## src/rtl/missile_pkg.sv

```systemverilog
// Shared types and default geometry for the missile controller and its respawn timers.
package missile_pkg;

    typedef enum logic [1:0] {
        IDLE = 2'd0,
        FLY  = 2'd1,
        COOL = 2'd2
    } state_e;

    typedef enum logic {
        OWN_DRAGON = 1'b0,
        OWN_ROBOT  = 1'b1
    } owner_e;

    localparam logic [9:0] PARK = 10'd1023;

    localparam int unsigned DEF_STEP           = 32'd4;
    localparam int unsigned DEF_SCREEN_W       = 32'd640;
    localparam int unsigned DEF_SPR_W          = 32'd40;
    localparam int unsigned DEF_M_W            = 32'd90;
    localparam int unsigned DEF_COOL_FRAMES    = 32'd15;
    localparam int unsigned DEF_RESPAWN_FRAMES = 32'd120;

    // Launch sums are formed at 11 bits; anything past the 10-bit range pins to the far edge.
    function automatic logic [9:0] sat10(input logic [10:0] v);
        return v[10] ? 10'h3FF : v[9:0];
    endfunction

endpackage

```

## src/rtl/respawn_timer.sv

```systemverilog
// Per-sprite alive flag: a hit clears it, and it returns after a fixed number of frames.
module respawn_timer
    import missile_pkg::*;
#(
    parameter int unsigned RESPAWN_FRAMES = DEF_RESPAWN_FRAMES
)
(
    input  logic clk_25Hz,
    input  logic rst,
    input  logic hit_edge,
    input  logic frame_tick,
    output logic valid
);

    localparam logic [7:0] RELOAD = 8'(RESPAWN_FRAMES);

    logic       valid_q;
    logic [7:0] cnt_q;

    // A new hit always reloads, even while already invalid.
    always_ff @(posedge clk_25Hz or negedge rst) begin
        if (!rst) begin
            valid_q <= 1'b1;
            cnt_q   <= 8'd0;
        end else if (hit_edge) begin
            valid_q <= 1'b0;
            cnt_q   <= RELOAD;
        end else if (!valid_q && frame_tick) begin
            if (cnt_q <= 8'd1) begin
                cnt_q   <= 8'd0;
                valid_q <= 1'b1;
            end else begin
                cnt_q   <= cnt_q - 8'd1;
            end
        end
    end

    assign valid = valid_q;

endmodule

```

## src/rtl/missile_ctrl.sv

```systemverilog
// Shares one missile sprite between dragon and robot: arbitration, flight, retire,
// cooldown, and the sprites' alive flags.
module missile_ctrl
    import missile_pkg::*;
#(
    parameter int unsigned STEP           = DEF_STEP,
    parameter int unsigned SCREEN_W       = DEF_SCREEN_W,
    parameter int unsigned SPR_W          = DEF_SPR_W,
    parameter int unsigned M_W            = DEF_M_W,
    parameter int unsigned COOL_FRAMES    = DEF_COOL_FRAMES,
    parameter int unsigned RESPAWN_FRAMES = DEF_RESPAWN_FRAMES,
    parameter logic [9:0]  PARK_XY        = PARK
)
(
    input  logic       clk_25Hz,
    input  logic       rst,
    input  logic       frame_tick,
    input  logic       d_fire,
    input  logic       r_fire,
    input  logic [9:0] d_x,
    input  logic [9:0] d_y,
    input  logic [9:0] r_x,
    input  logic [9:0] r_y,
    input  logic [1:0] Event,
    output logic [9:0] m_x,
    output logic [9:0] m_y,
    output logic       m_active,
    output logic       m_owner,
    output logic       d_grant,
    output logic       r_grant,
    output logic       d_valid,
    output logic       r_valid
);

    localparam logic [10:0] STEP11  = 11'(STEP);
    localparam logic [9:0]  STEP10  = 10'(STEP);
    localparam logic [10:0] SPR_W11 = 11'(SPR_W);
    localparam logic [9:0]  M_W10   = 10'(M_W);
    localparam logic [10:0] EDGE11  = 11'(SCREEN_W - M_W);
    localparam logic [7:0]  COOL8   = 8'(COOL_FRAMES);

    state_e      state_q;
    owner_e      last_owner_q;
    owner_e      m_owner_q;
    logic [9:0]  m_x_q;
    logic [9:0]  m_y_q;
    logic        m_active_q;
    logic        d_grant_q;
    logic        r_grant_q;
    logic [7:0]  cool_q;
    logic [1:0]  ev_prev_q;

    logic [1:0]  ev_rise_s;
    logic        d_valid_s;
    logic        r_valid_s;
    logic        d_elig_s;
    logic        r_elig_s;
    logic        launch_s;
    owner_e      winner_s;
    logic [10:0] d_launch_s;
    logic [9:0]  r_launch_s;
    logic [10:0] m_fwd_s;
    logic        edge_hit_s;
    logic        retire_s;

    assign ev_rise_s = Event & ~ev_prev_q;

    // Arbitration: on a tie the requester that did not fire last wins; the loser is dropped.
    always_comb begin
        d_elig_s = d_fire & d_valid_s;
        r_elig_s = r_fire & r_valid_s;
        launch_s = d_elig_s | r_elig_s;
        if (d_elig_s && r_elig_s) begin
            winner_s = (last_owner_q == OWN_ROBOT) ? OWN_DRAGON : OWN_ROBOT;
        end else if (d_elig_s) begin
            winner_s = OWN_DRAGON;
        end else begin
            winner_s = OWN_ROBOT;
        end
    end

    // Geometry: launch points and whether the next step would leave the screen.
    always_comb begin
        d_launch_s = {1'b0, d_x} + SPR_W11;
        r_launch_s = (r_x < M_W10) ? 10'd0 : (r_x - M_W10);
        m_fwd_s    = {1'b0, m_x_q} + STEP11;
        if (m_owner_q == OWN_DRAGON) begin
            edge_hit_s = (m_fwd_s > EDGE11);
        end else begin
            edge_hit_s = (m_x_q < STEP10);
        end
        retire_s = (state_q == FLY) && ((|ev_rise_s) || (frame_tick && edge_hit_s));
    end

    // Missile FSM with registered outputs; a collision edge beats a same-cycle move.
    always_ff @(posedge clk_25Hz or negedge rst) begin
        if (!rst) begin
            state_q      <= IDLE;
            last_owner_q <= OWN_ROBOT;
            m_owner_q    <= OWN_DRAGON;
            m_x_q        <= PARK_XY;
            m_y_q        <= PARK_XY;
            m_active_q   <= 1'b0;
            d_grant_q    <= 1'b0;
            r_grant_q    <= 1'b0;
            cool_q       <= 8'd0;
            ev_prev_q    <= 2'b00;
        end else begin
            ev_prev_q <= Event;
            d_grant_q <= 1'b0;
            r_grant_q <= 1'b0;
            case (state_q)
                IDLE: begin
                    if (launch_s) begin
                        state_q      <= FLY;
                        m_active_q   <= 1'b1;
                        m_owner_q    <= winner_s;
                        last_owner_q <= winner_s;
                        if (winner_s == OWN_DRAGON) begin
                            m_x_q     <= sat10(d_launch_s);
                            m_y_q     <= d_y;
                            d_grant_q <= 1'b1;
                        end else begin
                            m_x_q     <= r_launch_s;
                            m_y_q     <= r_y;
                            r_grant_q <= 1'b1;
                        end
                    end
                end
                FLY: begin
                    if (retire_s) begin
                        state_q    <= COOL;
                        m_x_q      <= PARK_XY;
                        m_y_q      <= PARK_XY;
                        m_active_q <= 1'b0;
                        cool_q     <= COOL8;
                    end else if (frame_tick) begin
                        if (m_owner_q == OWN_DRAGON) begin
                            m_x_q <= m_fwd_s[9:0];
                        end else begin
                            m_x_q <= m_x_q - STEP10;
                        end
                    end
                end
                COOL: begin
                    if (frame_tick) begin
                        if (cool_q <= 8'd1) begin
                            cool_q  <= 8'd0;
                            state_q <= IDLE;
                        end else begin
                            cool_q  <= cool_q - 8'd1;
                        end
                    end
                end
                default: begin
                    state_q    <= IDLE;
                    m_x_q      <= PARK_XY;
                    m_y_q      <= PARK_XY;
                    m_active_q <= 1'b0;
                    cool_q     <= 8'd0;
                end
            endcase
        end
    end

    respawn_timer #(.RESPAWN_FRAMES(RESPAWN_FRAMES)) u_dragon_respawn (
        .clk_25Hz   (clk_25Hz),
        .rst        (rst),
        .hit_edge   (ev_rise_s[1]),
        .frame_tick (frame_tick),
        .valid      (d_valid_s)
    );

    respawn_timer #(.RESPAWN_FRAMES(RESPAWN_FRAMES)) u_robot_respawn (
        .clk_25Hz   (clk_25Hz),
        .rst        (rst),
        .hit_edge   (ev_rise_s[0]),
        .frame_tick (frame_tick),
        .valid      (r_valid_s)
    );

    assign m_x      = m_x_q;
    assign m_y      = m_y_q;
    assign m_active = m_active_q;
    assign m_owner  = m_owner_q;
    assign d_grant  = d_grant_q;
    assign r_grant  = r_grant_q;
    assign d_valid  = d_valid_s;
    assign r_valid  = r_valid_s;

endmodule
```

## config.mk

```make
export PLATFORM = sky130hd
export DESIGN_NAME = missile_ctrl
export DESIGN_NICKNAME = d
export VERILOG_FILES = /design/src/rtl/missile_pkg.sv /design/src/rtl/respawn_timer.sv /design/src/rtl/missile_ctrl.sv
export SDC_FILE = /design/constraint.sdc
export NUM_CORES = 1
export LEC_CHECK = 0
export CORE_MARGIN = 3
export CORE_UTILIZATION = 25
export DETAILED_ROUTE_END_ITERATION = 8
export GPL_ROUTABILITY_DRIVEN = 0
export SYNTH_ARGS = -nofsm -noshare
export SYNTH_HDL_FRONTEND = slang
export SYNTH_SLANG_ARGS = --single-unit
```

## constraint.sdc

```tcl
create_clock -name clk_25Hz -period 2.32 [get_ports clk_25Hz]
set_clock_uncertainty 0.1 [all_clocks]
set_input_delay 0.348 -clock clk_25Hz [delete_from_list [all_inputs] [get_ports clk_25Hz]]
set_output_delay 0.348 -clock clk_25Hz [all_outputs]
set_load 0.005 [all_outputs]
```

==> qor_table.md, run 1 <==
| Parameter | Value | Unit |
|:---|:---|:---|
| Power density normalized to cell area | 919.6 | nW/um^2 |
| Required @ worst endpoint | 2.40 | ns |
| Setup Crit Path Kind | flop to flop | - |
| Max Transition Viols Final | 0 | - |
| Final critical path time including I/O delays and setup | 2.315 | ns |
| Xor and xnor area share after synthesis | 0.02478 | - |
| Avg Inst Size Synth | 8.775 | sq um |
| Highest fanout seen on the critical path | 13 | - |
| Sequential-to-total area share from yosys stat | 0.3614 | - |
| Sum of negative setup slack | 0 | ns |
| Antenna cells | 0 | - |
| Worst path arrival time | 2.40 | ns |
| Outcome | complete, no violations | - |
| Total of max-cap violations | 0 | - |
| Arithmetic-cell share of the synthesized area counting full adders, half adders and majority gates | 0.04506 | - |
| Clock Root Buffer | clkbuf_16 | - |
| YS warnings | 0 | - |
| Final Hold Slack | 0.4008 | ns |
| Seq cells post-synth | 55 | - |
| Total number of placement rows | 44 | - |
| First-iteration detailed-routing DRC count | 260 | - |
| Fill cells | 1,483 | - |
| Post-synth EDFFs | 0 | - |
| Placed instance area | 5124 | sq um |
| Setup repair after global routing missed its margin | true | - |
| Finished Layout Cells | 745 | - |
| Number of vias in the routed layout | 3,697 | - |
| Area growth from synthesis to layout | 41.39 | % |
| Std-Cell Core Area | 14,860 | sq um |
| Effective utilization at floorplan | 0.2615 | - |
| Via count of the first global-routing pass | 3,701 | - |
| Category of the worst setup path capture point | flop | - |
| Post-CTS clock slew at the launch and capture registers of the worst setup and hold paths | 0.07 | ns |
| Final-report hold violation count | 0 | - |
| Number of distinct standard cells referenced by the synthesized netlist | 64 | - |
| IO Count | 73 | - |
| Total wire length after detailed routing | 11,140 | um |
| Number of endpoints failing setup at the final stage | 0 | - |
| Clock Sink Count | 55 | - |
| Die span in x | 130.7 | um |
| Die height | 130.7 | um |
| Multiplexer share of the synthesized area | 0.05761 | - |
| Peak VDD IR | 0.0003208 | V |
| Simple-gate area share of the yosys netlist | 0.2572 | - |
| Largest area contributor in the synthesized netlist | dfrtp_1 | - |
| Max_slew headroom | 0.5700 | - |
| Min-Delay Path Class | flop to flop | - |
| Number of antenna violations at the first check in global routing | 0 | - |
| Share of the synthesized area in the top cell type | 0.2060 | - |
| Wire length of the first global-routing pass | 18,130 | um |
| TritonCTS clock tree | built | - |
| Total congestion overflow | 0 | - |
| Pin slew with the least headroom to its limit | 0.6449 | ns |
| Maximum number of buffers from clock root to sink | 2 | - |
| Post-synthesis instance area | 3887 | sq um |
| Main combinational cell family by area after synthesis | simple AND/OR/NAND/NOR gates | - |
| Cell count after synthesis | 443 | - |
| Largest net degree at the start of global routing | 31 | - |
| Post-Layout Inst Area | 5497 | sq um |
| Crit share post-route | 0.9980 | - |
| Post-route antenna net violation count | 0 | - |
| Number of nets in the layout | 621 | - |
| CTS buffer count | 5 | - |
| Synth top area cells | dfrtp_1 (21%), dfstp_2 (16%), nand2_1 (4.8%) | - |
| Asr flop ratio synth | 1.000 | - |
| Floorplan die area | 17,080 | sq um |
| Setup slack after layout | 0.004575 | ns |
| Ratio of routed vias to standard cells | 4.962 | - |
| Later-pin clock latency in the skew report | 0.30 | ns |
| Number of cells in the design after placement | 729 | - |
| Setup crit start kind | flop | - |
| Pre-CTS setup slack | -0.2579 | ns |
| Leakage power | 2.258 | nW |
| Fraction of the mapped netlist area in compound gates | 0.1986 | - |
| Fmax | 431.9 | MHz |
| Maximum level of the CTS H-tree | 2 | - |
| Buffers on Ports | 72 | - |
| Most used flip-flop cell after synthesis | dfrtp_1 | - |
| Half-perimeter wire length after detailed placement | 8647 | um |
| Routed length per placed instance | 14.96 | um |
| Synthesized net count | 504 | - |
| Overall routing resource usage | 0.1309 | - |
| 1st-pass router iterations | 4 | - |
| Share of layout cells above drive strength 1 | 0.2567 | - |
| Number of remaining DRC errors | 0 | - |
-- where the power goes --
part | switching, W | total, W | internal (W) | leakage (nW)
clock | 0.000341 | 0.000809 | 0.000468 | 0.0763
sequential | 0.000293 | 0.00164 | 0.00134 | 0.635
combinational | 0.00119 | 0.00261 | 0.00142 | 1.55
total | 0.00182 | 0.00505 | 0.00323 | 2.26
-- cell usage after synthesis, types with 2 or more instances --
cell type / n
nand4b_1: 3
a32oi_1: 4
mux2i_1: 4
mux2_4: 10
nand4_1: 4
inv_1: 20
nor4b_2: 2
and3_1: 4
buf_4: 3
nor4b_1: 2
nand2b_1: 9
buf_6: 5
nand3_1: 23
a32o_1: 7
o21ai_0: 21
ha_1: 14
a21boi_0: 2
xnor2_1: 10
or2_2: 3
nor2_1: 38
or3_1: 8
nor2b_1: 9
o211a_1: 2
dfrtp_1: 32
and2_1: 3
buf_2: 4
clkbuf_1: 10
o21ai_1: 3
mux2_2: 3
o31ai_1: 5
o211ai_1: 6
a21oi_1: 34
nand3b_1: 2
a2bb2oi_1: 4
o22ai_1: 2
nor3_1: 19
o221ai_1: 4
a22oi_1: 8
nand2_1: 50
dfstp_2: 23
-- sequential cells by signal (all words and copies together), names as in the netlist, 2 cells and up --
signal	flops
m_y	10
ev_prev_q	2
u_dragon_respawn.cnt_q	8
state_q	2
cool_q	8
u_robot_respawn.cnt_q	8
m_x	10
-- layer usage --
metal,global-route usage,vias up,share of wire
met5,0,-,0
met4,0.03630,0,0.013
met3,0.01789,9,0.034
met2,0.2366,83,0.52
met1,0.1628,1760,0.44
li1,-,1845,-
-- area by class of cell --
| class | count | area, sq um | area share |
|---|---|---|---|
| clock buffer | 8 | 157.7 | 0.02868 |
| multi-input combinational | 345 | 2417 | 0.4398 |
| tap | 184 | 230.2 | 0.04188 |
| timing repair buffer | 132 | 1205 | 0.2192 |
| sequential | 55 | 1405 | 0.2556 |
| inverter | 21 | 81.33 | 0.01480 |
-- final timing paths --
path / startpoint / end / slack [ns] / depth (start not counted)
setup reg to reg: m_x[2] / m_active / 0.005 / 9
min in group asynchronous: rst / u_robot_respawn.cnt_q[5] / 0.51 / 2
hold reg to reg: u_dragon_respawn.cnt_q[6] / u_dragon_respawn.cnt_q[6] / 0.40 / 1
hold / removal: u_dragon_respawn.cnt_q[6] / u_dragon_respawn.cnt_q[6] / 0.40 / 1
max in group asynchronous: rst / m_y[0] / 0.94 / 3
setup / recovery: m_x[2] / m_active / 0.005 / 9
-- critical path, stage by stage, from the launching register on --
cell,delay (ns)
dfstp_2,0.60
inv_4,0.06
ha_4,0.15
and4b_1,0.18
a31oi_2,0.17
a21oi_2,0.09
o211ai_4,0.23
nand4_4,0.13
buf_12,0.18
mux2_4,0.29
-- repair_timing --
item | 4_1_cts | 5_1_grt
endpoints found under the hold margin | 14 | 0
resized for setup | 1 | 29
pin swaps | 3 | 11
cloned | 0 | 0
endpoints found under the setup margin | 19 | 30
hold buffers | 1 | 0
setup buffers | 1 | 7
-- kinds of logic (layout without fill, tap and decap cells) --
logic type	Yosys count	after routing
AOI/OAI and AO/OA	113	113
xor gates and xnor gates	11	11
adders and majority gates	14	14
buffers and inverters	43	161
DFF	55	55
muxes	17	17
and+or+nand+nor	190	190
-- metrics by stage --
step	utilization	power [W]
finish	0.3698	0.005054
global placement	0.3447	0.003929
detailed placement	0.3447	0.003991
CTS	0.3580	0.004874
global route	0.3698	0.005412
floorplan	-	0.003009
-- placed cells by master, fill, tap and decap left out, drive strengths merged, types with 10 or more instances in the layout --
| master | synthesis | routed |
|---|---|---|
| clkdlybuf4s50 | 0 | 71 |
| buf | 12 | 60 |
| nand2 | 50 | 50 |
| nor2 | 38 | 38 |
| a21oi | 34 | 34 |
| dfrtp | 32 | 32 |
| o21ai | 24 | 24 |
| nand3 | 24 | 24 |
| dfstp | 23 | 23 |
| nor3 | 21 | 21 |
| inv | 21 | 21 |
| ha | 14 | 14 |
| mux2 | 13 | 13 |
| xnor2 | 10 | 10 |
(Power assumes the default switching activity.)
==> run 2, diff against run 1 <==
- CORE_ASPECT_RATIO: default -> 1.75
- SLEW_MARGIN: default -> 20
==> run 2 against run 1 <==
Against the previous run:
- clock power shrank 2%
- design area down 0.34%
- utilization down 0.60 points
- fmax fell by 1.2%
- the run now ends with negative setup slack left
- count of clock-buffer cells in the layout fell by 3
- sequential power about the same
- combinational power down 2%
- register-to-register slack worse by 0.03 ns
- highest routed layer unchanged
- sequential cell count is the same
==> qor_table.md, run 2 (same netlist as run 1, synthesis figures left out) <==
| Parameter | Value | Unit | vs previous |
|:---|:---|:---|:---|
| Routed length per placed instance | 15.56 | um | +4.0% |
| Overall routing resource usage | 0.1348 | - | +0.003907 |
| Net switching power | 0.001836 | W | +0.62% |
| Total number of placement rows | 59 | - | +34% |
| Leading cell types in the layout, fill and taps excluded | clkdlybuf4s50_1 (71), buf_4 (62), nand2_1 (49) | - |  |
| Die span in x | 100.3 | um | -23% |
| P_int | 0.003135 | W | -2.9% |
| Post-CTS clock slew at the launch and capture registers of the worst setup and hold paths | 0.08 | ns | about the same |
| Worst path arrival time | 2.43 | ns | +0.03 ns |
| Max Transition Viols Final | 0 | - | unchanged |
| Min-Delay Path Class | flop to flop | - |  |
| Fmax | 426.8 | MHz | -1.2% |
| Floorplan die area | 17,140 | sq um | +0.34% |
| Final critical path time including I/O delays and setup | 2.343 | ns | +0.02758 ns |
| Share of layout cells above drive strength 1 | 0.2469 | - | -0.009771 |
| Wire length of the first global-routing pass | 18,530 | um | +2.2% |
| Sum of negative setup slack | -0.04966 | ns | -0.04966 ns |
| Number of endpoints failing setup at the final stage | 3 | - | +3 |
| Setup crit start kind | flop | - |  |
| CTS buffer count | 5 | - | unchanged |
| Number of vias in the routed layout | 3,781 | - | +2.3% |
| Hold Crit Depth | 1 | - | unchanged |
| Pin slew with the least headroom to its limit | 0.5826 | ns | -0.06229 ns |
| Final core occ | 0.3637 | - | -0.006039 |
| Setup slack after layout | -0.02300 | ns | -0.02758 ns |
| Final-report hold violation count | 0 | - | unchanged |
| Finished Layout Cells | 750 | - | +0.67% |
| Highest fanout seen on the critical path | 8 | - | -5 |
| Via count of the first global-routing pass | 3,794 | - | +2.5% |
| Total wire length after detailed routing | 11,670 | um | +4.7% |
| Commonest non-fill, non-tap cell in the layout | clkdlybuf4s50_1 | - |  |
| Multi-input logic area | 2359 | sq um | -2.4% |
| Category of the worst setup path capture point | flop | - |  |
| Outcome | finished, violations left | - |  |
| Part of the total power dissipated in sequential elements | 0.325 | - | about the same |
| TritonCTS clock tree | built | - |  |
| Crit share post-route | 1.010 | - | +0.01189 |
| Pre-CTS setup slack | -0.2510 | ns | +0.006937 ns |
| CP bufs+invs | 1 | - | -1 |
| Maximum number of buffers from clock root to sink | 2 | - | unchanged |
| Share of total power consumed by net switching | 0.3693 | - | +0.008311 |
| Number of remaining DRC errors | 0 | - | unchanged |
| Buffers on Ports | 72 | - | unchanged |
| Std-Cell Core Area | 15,060 | sq um | +1.3% |
| Total of max-cap violations | 0 | - | unchanged |
| Power density normalized to cell area | 907.6 | nW/um^2 | -1.3% |
| Clock Sink Count | 55 | - | unchanged |
| 1st-pass router iterations | 5 | - | +1 |
| Ratio of routed vias to standard cells | 5.041 | - | +1.6% |
| Register Area | 1405 | sq um | unchanged |
| Violated checks | negative setup slack | - |  |
| First-iteration detailed-routing DRC count | 101 | - | -61% |
| Total power consumption of the routed design | 0.004971 | W | -1.6% |
| Leakage power | 2.278 | nW | +0.88% |
| Part of the total power dissipated in combinational logic | 0.516 | - | about the same |
| Area growth from synthesis to layout | 40.91 | % |  |
| IO Count | 73 | - | unchanged |
| Max_slew headroom | 0.6061 | - | +0.03605 |
| Family with the most delay on the worst path | simple AND/OR/NAND/NOR gates | - |  |
| R2R cell count | 8 | - | -1 |
| Post-route antenna net violation count | 0 | - | unchanged |
| Fill cells | 1,583 | - | +6.7% |
| Setup Crit Path Kind | flop to flop | - |  |
| Clock Root Buffer | clkbuf_16 | - |  |
| Share of total power in the clock network | 0.159 | - | about the same |
| Worst-path cell with the longest stage delay | dfstp_2 | - |  |
| Later-pin clock latency in the skew report | 0.30 | ns | about the same |
| Largest net degree at the start of global routing | 35 | - | +13% |
| Maximum level of the CTS H-tree | 2 | - | unchanged |
| Number of cells in the design after placement | 730 | - | +0.14% |
| Total congestion overflow | 0 | - | unchanged |
| Setup repair after global routing missed its margin | true | - |  |
| Die height | 171.0 | um | +31% |
| Number of nets in the layout | 627 | - | +0.97% |
| Antenna cells | 0 | - | unchanged |
| Peak VDD IR | 0.0004648 | V | +45% |
| Peak per-stage delay on the critical path | 0.59 | ns | about the same |
| Half-perimeter wire length after detailed placement | 9344 | um | +8.1% |
| Effective utilization at floorplan | 0.2581 | - | -0.003390 |
| Number of stages on the worst setup path | 8 | - | -1 |
| Number of antenna violations at the first check in global routing | 0 | - | unchanged |
| Crit path cell chain | inv_4 > ha_1 > nor2b_1 > nand4_1 > o211ai_1 > and3_1 > and2_4 > a32o_1 | - |  |
| Required @ worst endpoint | 2.41 | ns | about the same |
run 2: power by group through the flow:
stage | Sequential (W) | Combinational (W) | Clock (W)
after detailed placement | 0.00161 | 0.00242 | 0
after floorplan | 0.00156 | 0.00145 | 0
after CTS | 0.00161 | 0.00251 | 0.000811
after global routing | 0.00166 | 0.00281 | 0.000849
final | 0.00162 | 0.00256 | 0.000791
after global placement | 0.00161 | 0.00236 | 0
run 2: final timing paths:
path | to | startpoint | slack [ns]
setup / recovery | cool_q[3] | m_x[2] | -0.02
hold / removal | u_dragon_respawn.cnt_q[6] | u_dragon_respawn.cnt_q[6] | 0.40
setup reg to reg | cool_q[3] | m_x[2] | -0.02
hold reg to reg | u_dragon_respawn.cnt_q[6] | u_dragon_respawn.cnt_q[6] | 0.40
max in group asynchronous | m_x[0] | rst | 0.99
min in group asynchronous | cool_q[6] | rst | 0.48
run 2: layout make-up:
type                            count  area share
Multi-Input combinational cell    345      0.4306
Inverter                           21     0.01485
Clock inverter                      3    0.005025
Tap cell                          183     0.04180
Sequential cell                    55      0.2565
Clock buffer                        5     0.02284
Timing Repair Buffer              138      0.2284
run 2: per-stage QoR:
step / instance area, sq um / hold slack [ns]
3_5_place_dp: 5150 / 0.2752
2_1_floorplan: 3921 / -0.04759
6_report: 5478 / 0.3981
5_1_grt: 5478 / 0.4183
4_1_cts: 5408 / 0.3948
3_3_place_gp: 5150 / 0.2717
run 2: what timing repair did:
action / in CTS / in global routing
endpoints found under the hold margin: 9 / 0
setup endpoints to repair: 25 / 31
setup buffers: 7 / 4
pin swaps: 4 / 4
gates resized for setup: 5 / 11
hold buffers: 1 / 0
run 2: metal layers:
metal  up-vias  global-route usage  share of wire
met1      1816              0.1450           0.39
met2        95              0.2611           0.55
li1       1848                   -              -
met3        22             0.01632          0.031
met4         0             0.05161          0.030
met5         -                   0              0
